`src/rtl/aha_sram_req_ctrl.sv`:
```
`default_nettype none
// ============================================================================
// Module      : aha_sram_req_ctrl
// Description : Initiator-side controller for a single-port SRAM. It accepts
//               read/write requests on a valid/ready channel, drives the SRAM
//               pins combinationally, and returns read data through a 2-entry
//               response FIFO protected by a credit check.
//               Optional macro AHA_SRAM_REQ_CTRL_RSP_BYPASS_EN: when a read
//               word arrives and the FIFO is empty, present it on the response
//               channel in the same cycle, which gives 1-cycle read latency.
// Revision    : 1.0 - initial release
// ============================================================================
module aha_sram_req_ctrl #(
   parameter int ADDR_WIDTH = 12,
   parameter int DATA_WIDTH = 32
) (
   input  logic                      CLK,
   input  logic                      RESET,
   input  logic                      REQ_VALID,
   output logic                      REQ_READY,
   input  logic                      REQ_WRITE,
   input  logic [ADDR_WIDTH-1:0]     REQ_ADDR,
   input  logic [DATA_WIDTH/8-1:0]   REQ_WSTRB,
   input  logic [DATA_WIDTH-1:0]     REQ_WDATA,
   output logic                      RSP_VALID,
   input  logic                      RSP_READY,
   output logic [DATA_WIDTH-1:0]     RSP_RDATA,
   output logic                      SRAM_CS,
   output logic [DATA_WIDTH/8-1:0]   SRAM_WE,
   output logic [ADDR_WIDTH-1:0]     SRAM_ADDR,
   output logic [DATA_WIDTH-1:0]     SRAM_WDATA,
   input  logic [DATA_WIDTH-1:0]     SRAM_RDATA,
   output logic                      BUSY
);

   localparam int c_NBYTES = DATA_WIDTH / 8;

   // A read is in flight for exactly one cycle after it is accepted.
   logic                  r_rd_pend;
   // Two-entry response FIFO with 1-bit pointers and a separate occupancy count.
   logic [DATA_WIDTH-1:0] r_fifo [0:1];
   logic                  r_wptr;
   logic                  r_rptr;
   logic [1:0]            r_count;

   logic                  w_accept;
   logic                  w_bypass;
   logic                  w_fifo_empty;
   logic                  w_push;
   logic                  w_fifo_pop;
   logic                  w_pop;
   logic [2:0]            w_credit;

   assign w_fifo_empty = (r_count == 2'd0);

`ifdef AHA_SRAM_REQ_CTRL_RSP_BYPASS_EN
   // Arriving read word goes straight to the response port when nothing is
   // queued ahead of it; held off during reset so no stale word escapes.
   assign w_bypass = ~RESET & r_rd_pend & w_fifo_empty;
`else
   assign w_bypass = 1'b0;
`endif

   assign RSP_VALID  = ~w_fifo_empty | w_bypass;
   assign RSP_RDATA  = w_bypass ? SRAM_RDATA : r_fifo[r_rptr];
   assign w_pop      = RSP_VALID & RSP_READY;
   assign w_fifo_pop = ~w_fifo_empty & RSP_READY;
   // A bypassed word consumed this cycle never enters the FIFO.
   assign w_push     = r_rd_pend & ~(w_bypass & RSP_READY);

   // Reserve a FIFO slot for every read that could still land, so the FIFO
   // can never overflow no matter how long the consumer stalls.
   assign w_credit  = {1'b0, r_count} + {2'b00, r_rd_pend} - {2'b00, w_pop};
   assign REQ_READY = ~RESET & (w_credit < 3'd2);
   assign w_accept  = REQ_VALID & REQ_READY;

   assign SRAM_CS    = w_accept;
   assign SRAM_WE    = (w_accept & REQ_WRITE) ? REQ_WSTRB : {c_NBYTES{1'b0}};
   assign SRAM_ADDR  = REQ_ADDR;
   assign SRAM_WDATA = REQ_WDATA;

   assign BUSY = r_rd_pend | ~w_fifo_empty;

   // Track the single-cycle read-in-flight flag.
   always_ff @(posedge CLK) begin
      if (RESET) begin
         r_rd_pend <= 1'b0;
      end else begin
         r_rd_pend <= w_accept & ~REQ_WRITE;
      end
   end

   // Response FIFO storage, pointers and occupancy; storage is cleared on reset.
   always_ff @(posedge CLK) begin
      if (RESET) begin
         r_fifo[0] <= '0;
         r_fifo[1] <= '0;
         r_wptr    <= 1'b0;
         r_rptr    <= 1'b0;
         r_count   <= 2'd0;
      end else begin
         if (w_push) begin
            r_fifo[r_wptr] <= SRAM_RDATA;
            r_wptr         <= ~r_wptr;
         end
         if (w_fifo_pop) begin
            r_rptr <= ~r_rptr;
         end
         r_count <= r_count + {1'b0, w_push} - {1'b0, w_fifo_pop};
      end
   end

endmodule
`default_nettype wire
```
`config.mk`:
```
export PLATFORM = sky130hd
export DESIGN_NAME = aha_sram_req_ctrl
export DESIGN_NICKNAME = d
export VERILOG_FILES = /design/src/rtl/aha_sram_req_ctrl.sv
export SDC_FILE = /design/constraint.sdc
export NUM_CORES = 1
export LEC_CHECK = 0
export ABC_AREA = 1
export CORE_MARGIN = 5
export CORE_UTILIZATION = 40
export DETAILED_ROUTE_END_ITERATION = 8
export GPL_ROUTABILITY_DRIVEN = 0
export GPL_TIMING_DRIVEN = 0
export PLACE_DENSITY_LB_ADDON = 0.05
export REMOVE_ABC_BUFFERS = 1
export SLEW_MARGIN = 20
export SYNTH_ARGS = -nofsm -noshare
export SYNTH_HDL_FRONTEND = slang
export SYNTH_SLANG_ARGS = --single-unit
```
`constraint.sdc`:
```
create_clock -name CLK -period 2.7 [get_ports CLK]
set_input_delay 0.405 -clock CLK [delete_from_list [all_inputs] [get_ports CLK]]
set_output_delay 0.405 -clock CLK [all_outputs]
set_load 0.02 [all_outputs]
```
# Yosys cells after proc, flatten, opt, wreduce, memory -nomap -nowiden
# Memory sizes are Yosys's and may differ from the RTL's. A register that Yosys moved wholly into a read port is not among the register bits.
# Cells that the tools add are included.
# op_classes
n_addsub	4
n_mul	0
div_mod_pow	0
n_lt_le_gt_ge	1
n_eq_ne	0
shift	0
muxes	11
n_bitwise	11
n_reduce_logical	2
# op_table
op	count
2-to-1 mux 32 bit	1
OR reduction 32 bit	1
2-to-1 mux 1 bit	9
bitwise AND 1 bit	5
inverter 1 bit	5
2-to-1 mux 4 bit	1
adder 2 x 1 -> 3 bit	1
< comparator 3 x 2 -> 1 bit, second input constant	1
subtractor 3 x 1 -> 3 bit	1
adder 2 x 1 -> 2 bit	1
logical NOT 2 bit	1
subtractor 2 x 1 -> 2 bit	1
OR 1 bit	1
# word_totals
register_bits	5
latch_bits	0
ram_bits	64
romBits	0
output_inout_bits	84
n_memories	1
# memory_table
name	words	width	rd	rd_ports_with_merged_regs	write_ports	line_no	source
r_fifo	2	32	1	1	2	41	logic [DATA_WIDTH-1:0] r_fifo [0:1];

# Logic depth before layout (Yosys ltp)
# Gate-level depths: netlist of run 1.
# depth
depth_word	9
ltp_mapped	11

# Worst setup path after synthesis of run 1
# Ideal clock, no wire load.
# synth_path
kind	register to output
from	reg r_count[1]
to	out SRAM_WE[0]
arrival_ns	2.109
setup_slack_ns	0.186
path_stages_with_launch	11
path_cell_list	dfxtp_1 > o21a_1 > ha_1 > inv_1 > ha_1 > inv_1 > fa_1 > nand2_1 > nor2_2 > nand4_2 > nor2_1
# synth_via
elab_chain_len	9
word_cells_on_any_way	10
# synth_rtl
item	line_no	source
from (decl)	44	logic [1:0] r_count;
from (signal assigned)	109	r_count <= r_count + {1'b0, w_push} - {1'b0, w_fifo_pop};
logical NOT 2 bit	54	assign w_fifo_empty = (r_count == 2'd0);
inverter 1 bit	-	
bitwise AND 1 bit	-	
via w_fifo_pop	50	logic w_fifo_pop;
subtractor 3 x 1 -> 3 bit	73	assign w_credit = {1'b0, r_count} + {2'b00, r_rd_pend} - {2'b00, w_pop};
< comparator 3 x 2 -> 1 bit	74	assign REQ_READY = ~RESET & (w_credit < 3'd2);
bitwise AND 1 bit	74	
bitwise AND 1 bit	75	assign w_accept = REQ_VALID & REQ_READY;
bitwise AND 1 bit	78	assign SRAM_WE = (w_accept & REQ_WRITE) ? REQ_WSTRB : {c_NBYTES{1'b0}};
2-to-1 mux 4 bit	78	
to (decl)	29	output logic [DATA_WIDTH/8-1:0] SRAM_WE,
# The timed path passes the listed nets, and every way through them passes these cells.

# Final worst setup path of run 1
# Same ends and word-level chain as after synthesis.

==> impl_metrics.toml, run 1 <==
[outcome]
status = "complete, but fails checks"
violations = "setup timing"

[hold_path]
hold_path_class = "flop to flop"
hp-start = "r_rptr"

[power_and_ir_drop]
vdd.ir_drop.worst_uv = 542
powerDensity_nw_per_um2 = 776
p_leak_nw = 1.84
fin_total_pwr_mw = 3.38

[timing]
fin_ws_ns = -0.243
rsz0062_at_grt = "yes"
finClkSkew_ns = 0.00898
worst_pin_slew_ns = 0.824
hold_slack_ns = 0.508
fin_crit_sh_pct = 109
timing.fmax_mhz = 340
setup_viol_count_final = 6
tns_ns = -1.38
drv_slew = 0
slew-limit-headroom_pct = 45.0
finalCriticalPeriod_ns = 2.94
hold_viol_final = 0

[cts]
cts.sinks = 70
htreeDepth = 3
cts_buffer_depth = 2
clock-root-buffer = "clkbuf_8"
hold_buffers = 0
tritoncts = "built"
clk_latency_ns = 0.33
cts_made_buffers = 9
clk_pin_slew_ns = 0.07

[floorplan]
die_w_um = 104
die_y_um = 104
start_util_pct = 40.7
core_area_um2 = 8680
num_rows = 34
die-area_um2 = 10800
ioPinCount = 169

[final_layout]
fill_cells = 819
antenna_cells = 0
finalNetCount = 430
seqCellArea_um2 = 2050
fin_util_pct = 50.2
area_growth_pct = 23.3
drive_above_1_share_pct = 22.5
multi_input_area_um2 = 951

[grt]
grt_max_degree = 35
antenna_found_initial = 0
grt_usage_pct = 15.9
grt_pass1_wl_mm = 13.0
grt.overflow.total = 0
grt_pass1_vias = 2223

[place]
port_buffers = 80
hpwl_mm = 5.90
post-place-ws_ns = -0.781

[detailed_routing]
drtAntennaViolNets = 0
drc = 0
via_count = 2140
wire_per_inst_um = 18.7
drt-initial-drc-count = 63
drt-pass1-iter-count = 4
drt_wl_total_mm = 8.52
via_per_inst = 4.70

[logic_synthesis]
netlist.area_leader.share_pct = 54.4
ys_seq_area_share_pct = 57.8
synth.largest_area_cell = "edfxtp_1"
synthFlopType = "edfxtp_1"
synthCells = 298
synth_most_common_cell = "nor2_1"
synth.area.top_cells = "edfxtp_1, mux2_4, buf_4"
synth.top_cells.by_count = "nor2_1, edfxtp_1, buf_4"
async_flop_share_pct = 0
ys_ff_latch = 70
synth.distinct_cells = 20
yosysWarningCount = 0
synth_edf_count = 64
synth.cell_area_um2 = 3530
syn_avg_cell_area_um2 = 11.8

[critical_path]
r2r_slack_ns = 0.40
critical_path_class = "flop to primary output"
r2r_start = "r_count[1]"
r2r.worst_path.cells = 12
crit_end = "SRAM_WE[0]"
slowest_stage = "fa_1"
cp.required_ns = 2.30
cp_slowest_stage_delay_ns = 0.55
arrival_ns = 2.54
crit_path_start_kind = "flop"
crit_chain = "o21a_1 -> ha_1 -> inv_1 -> ha_2 -> inv_2 -> fa_1 -> nand2_2 -> nor2_4 -> nand4_4 -> nor2_1 -> buf_4"
worstPathMaxFanout = 4
end_kind = "primary output"
regToRegEndpoint = "r_rd_pend"
worstSetupStartpoint = "r_count[1]"

[run]
cap_viol_max_count = 0
[layout by cell type (no fill, tap or decap), types with 3 or more instances in the layout]
cell and instances:
buf_4 7, buf_6 4, clkbuf_1 3, clkbuf_8 9, clkdlybuf4s50_1 73, dfxtp_1 4, edfxtp_1 64, inv_1 42
inv_2 4, mux2_4 30, nand2_1 5, nand2_2 4, nor2_1 72, nor2_4 3
[logic make-up after synthesis]
logic type      after synthesis  synth area share [%]
flops                        70                  57.8
fa+ha+maj                     3                  1.28
compound gates                1                 0.213
simple gates                 92                  10.7
buf+inv                     100                  16.6
mux                          32                  13.4
[timing repair]
item                       4_1_cts  5_1_grt
setup buffers                    4        1
setup endpoints to repair        6       24
resized for setup               38       12
pin swaps                        7        2
[layout make-up]
class / instances / share of cell area (%)
Tap cell: 108 / 3.10
Multi-Input combinational cell: 128 / 21.8
Clock buffer: 12 / 3.10
Inverter: 46 / 3.97
Clock inverter: 4 / 0.575
Sequential cell: 70 / 47.1
Timing Repair Buffer: 87 / 20.3
[routing by layer]
layer  wire length [um]  global-route usage (%)
met5                 82                    7.14
met1               3560                    19.6
met4                110                    5.00
met3               1250                    12.0
met2               3510                    20.6
[registers in the layout, indices dropped and copies added, names as in the netlist, named ones only]
register and count:
r_rptr 1, r_rd_pend 1, r_wptr 1, r_count 2, r_fifo 64
[worst max-delay path: cells and delay by family (launching register included)]
kind | cells | cell delay (ns)
and+or+nand+nor | 4 | 0.45
buffers and inverters | 3 | 0.25
DFF | 1 | 0.34
adders and majority gates | 3 | 1.00
AOI/OAI and AO/OA | 1 | 0.18
[where the power goes]
group / total, mW / switching (mW) / internal (mW)
clock network: 0.702 / 0.371 / 0.331
logic: 1.25 / 0.565 / 0.689
registers: 1.42 / 0.120 / 1.30
[how the worst min path moves through the flow]
stage | endpoint | slack [ns] | cells past startpoint
floorplan | flop | 0.47 | 2
finish | r_rptr | 0.51 | 2
global route | flop | 0.53 | 2
CTS | flop | 0.51 | 2
detailed placement | flop | 0.49 | 2
global placement | r_rptr | 0.48 | 2
[per-stage QoR]
| stage | instances | cell area, um2 |
|---|---|---|
| after global routing | 455 | 4350 |
| after floorplan | 244 | 3120 |
| after CTS | 454 | 4300 |
| after global placement | 432 | 4050 |
| final | 455 | 4350 |
| after detailed placement | 434 | 4110 |
Power figures use the tool's default switching activity.
==> run 2: changes to the inputs <==
--- a/config.mk
+++ b/config.mk
@@ -8,8 +8,9 @@
 export ABC_AREA = 1
 export CORE_MARGIN = 5
 export CORE_UTILIZATION = 40
+export CTS_CLUSTER_DIAMETER = 80
 export DETAILED_ROUTE_END_ITERATION = 8
-export GPL_ROUTABILITY_DRIVEN = 0
+export GPL_ROUTABILITY_DRIVEN = 1
 export GPL_TIMING_DRIVEN = 0
 export PLACE_DENSITY_LB_ADDON = 0.05
 export REMOVE_ABC_BUFFERS = 1
==> results of run 2 <==
The final DEF is identical to that of run 1; final timing and power are the same.
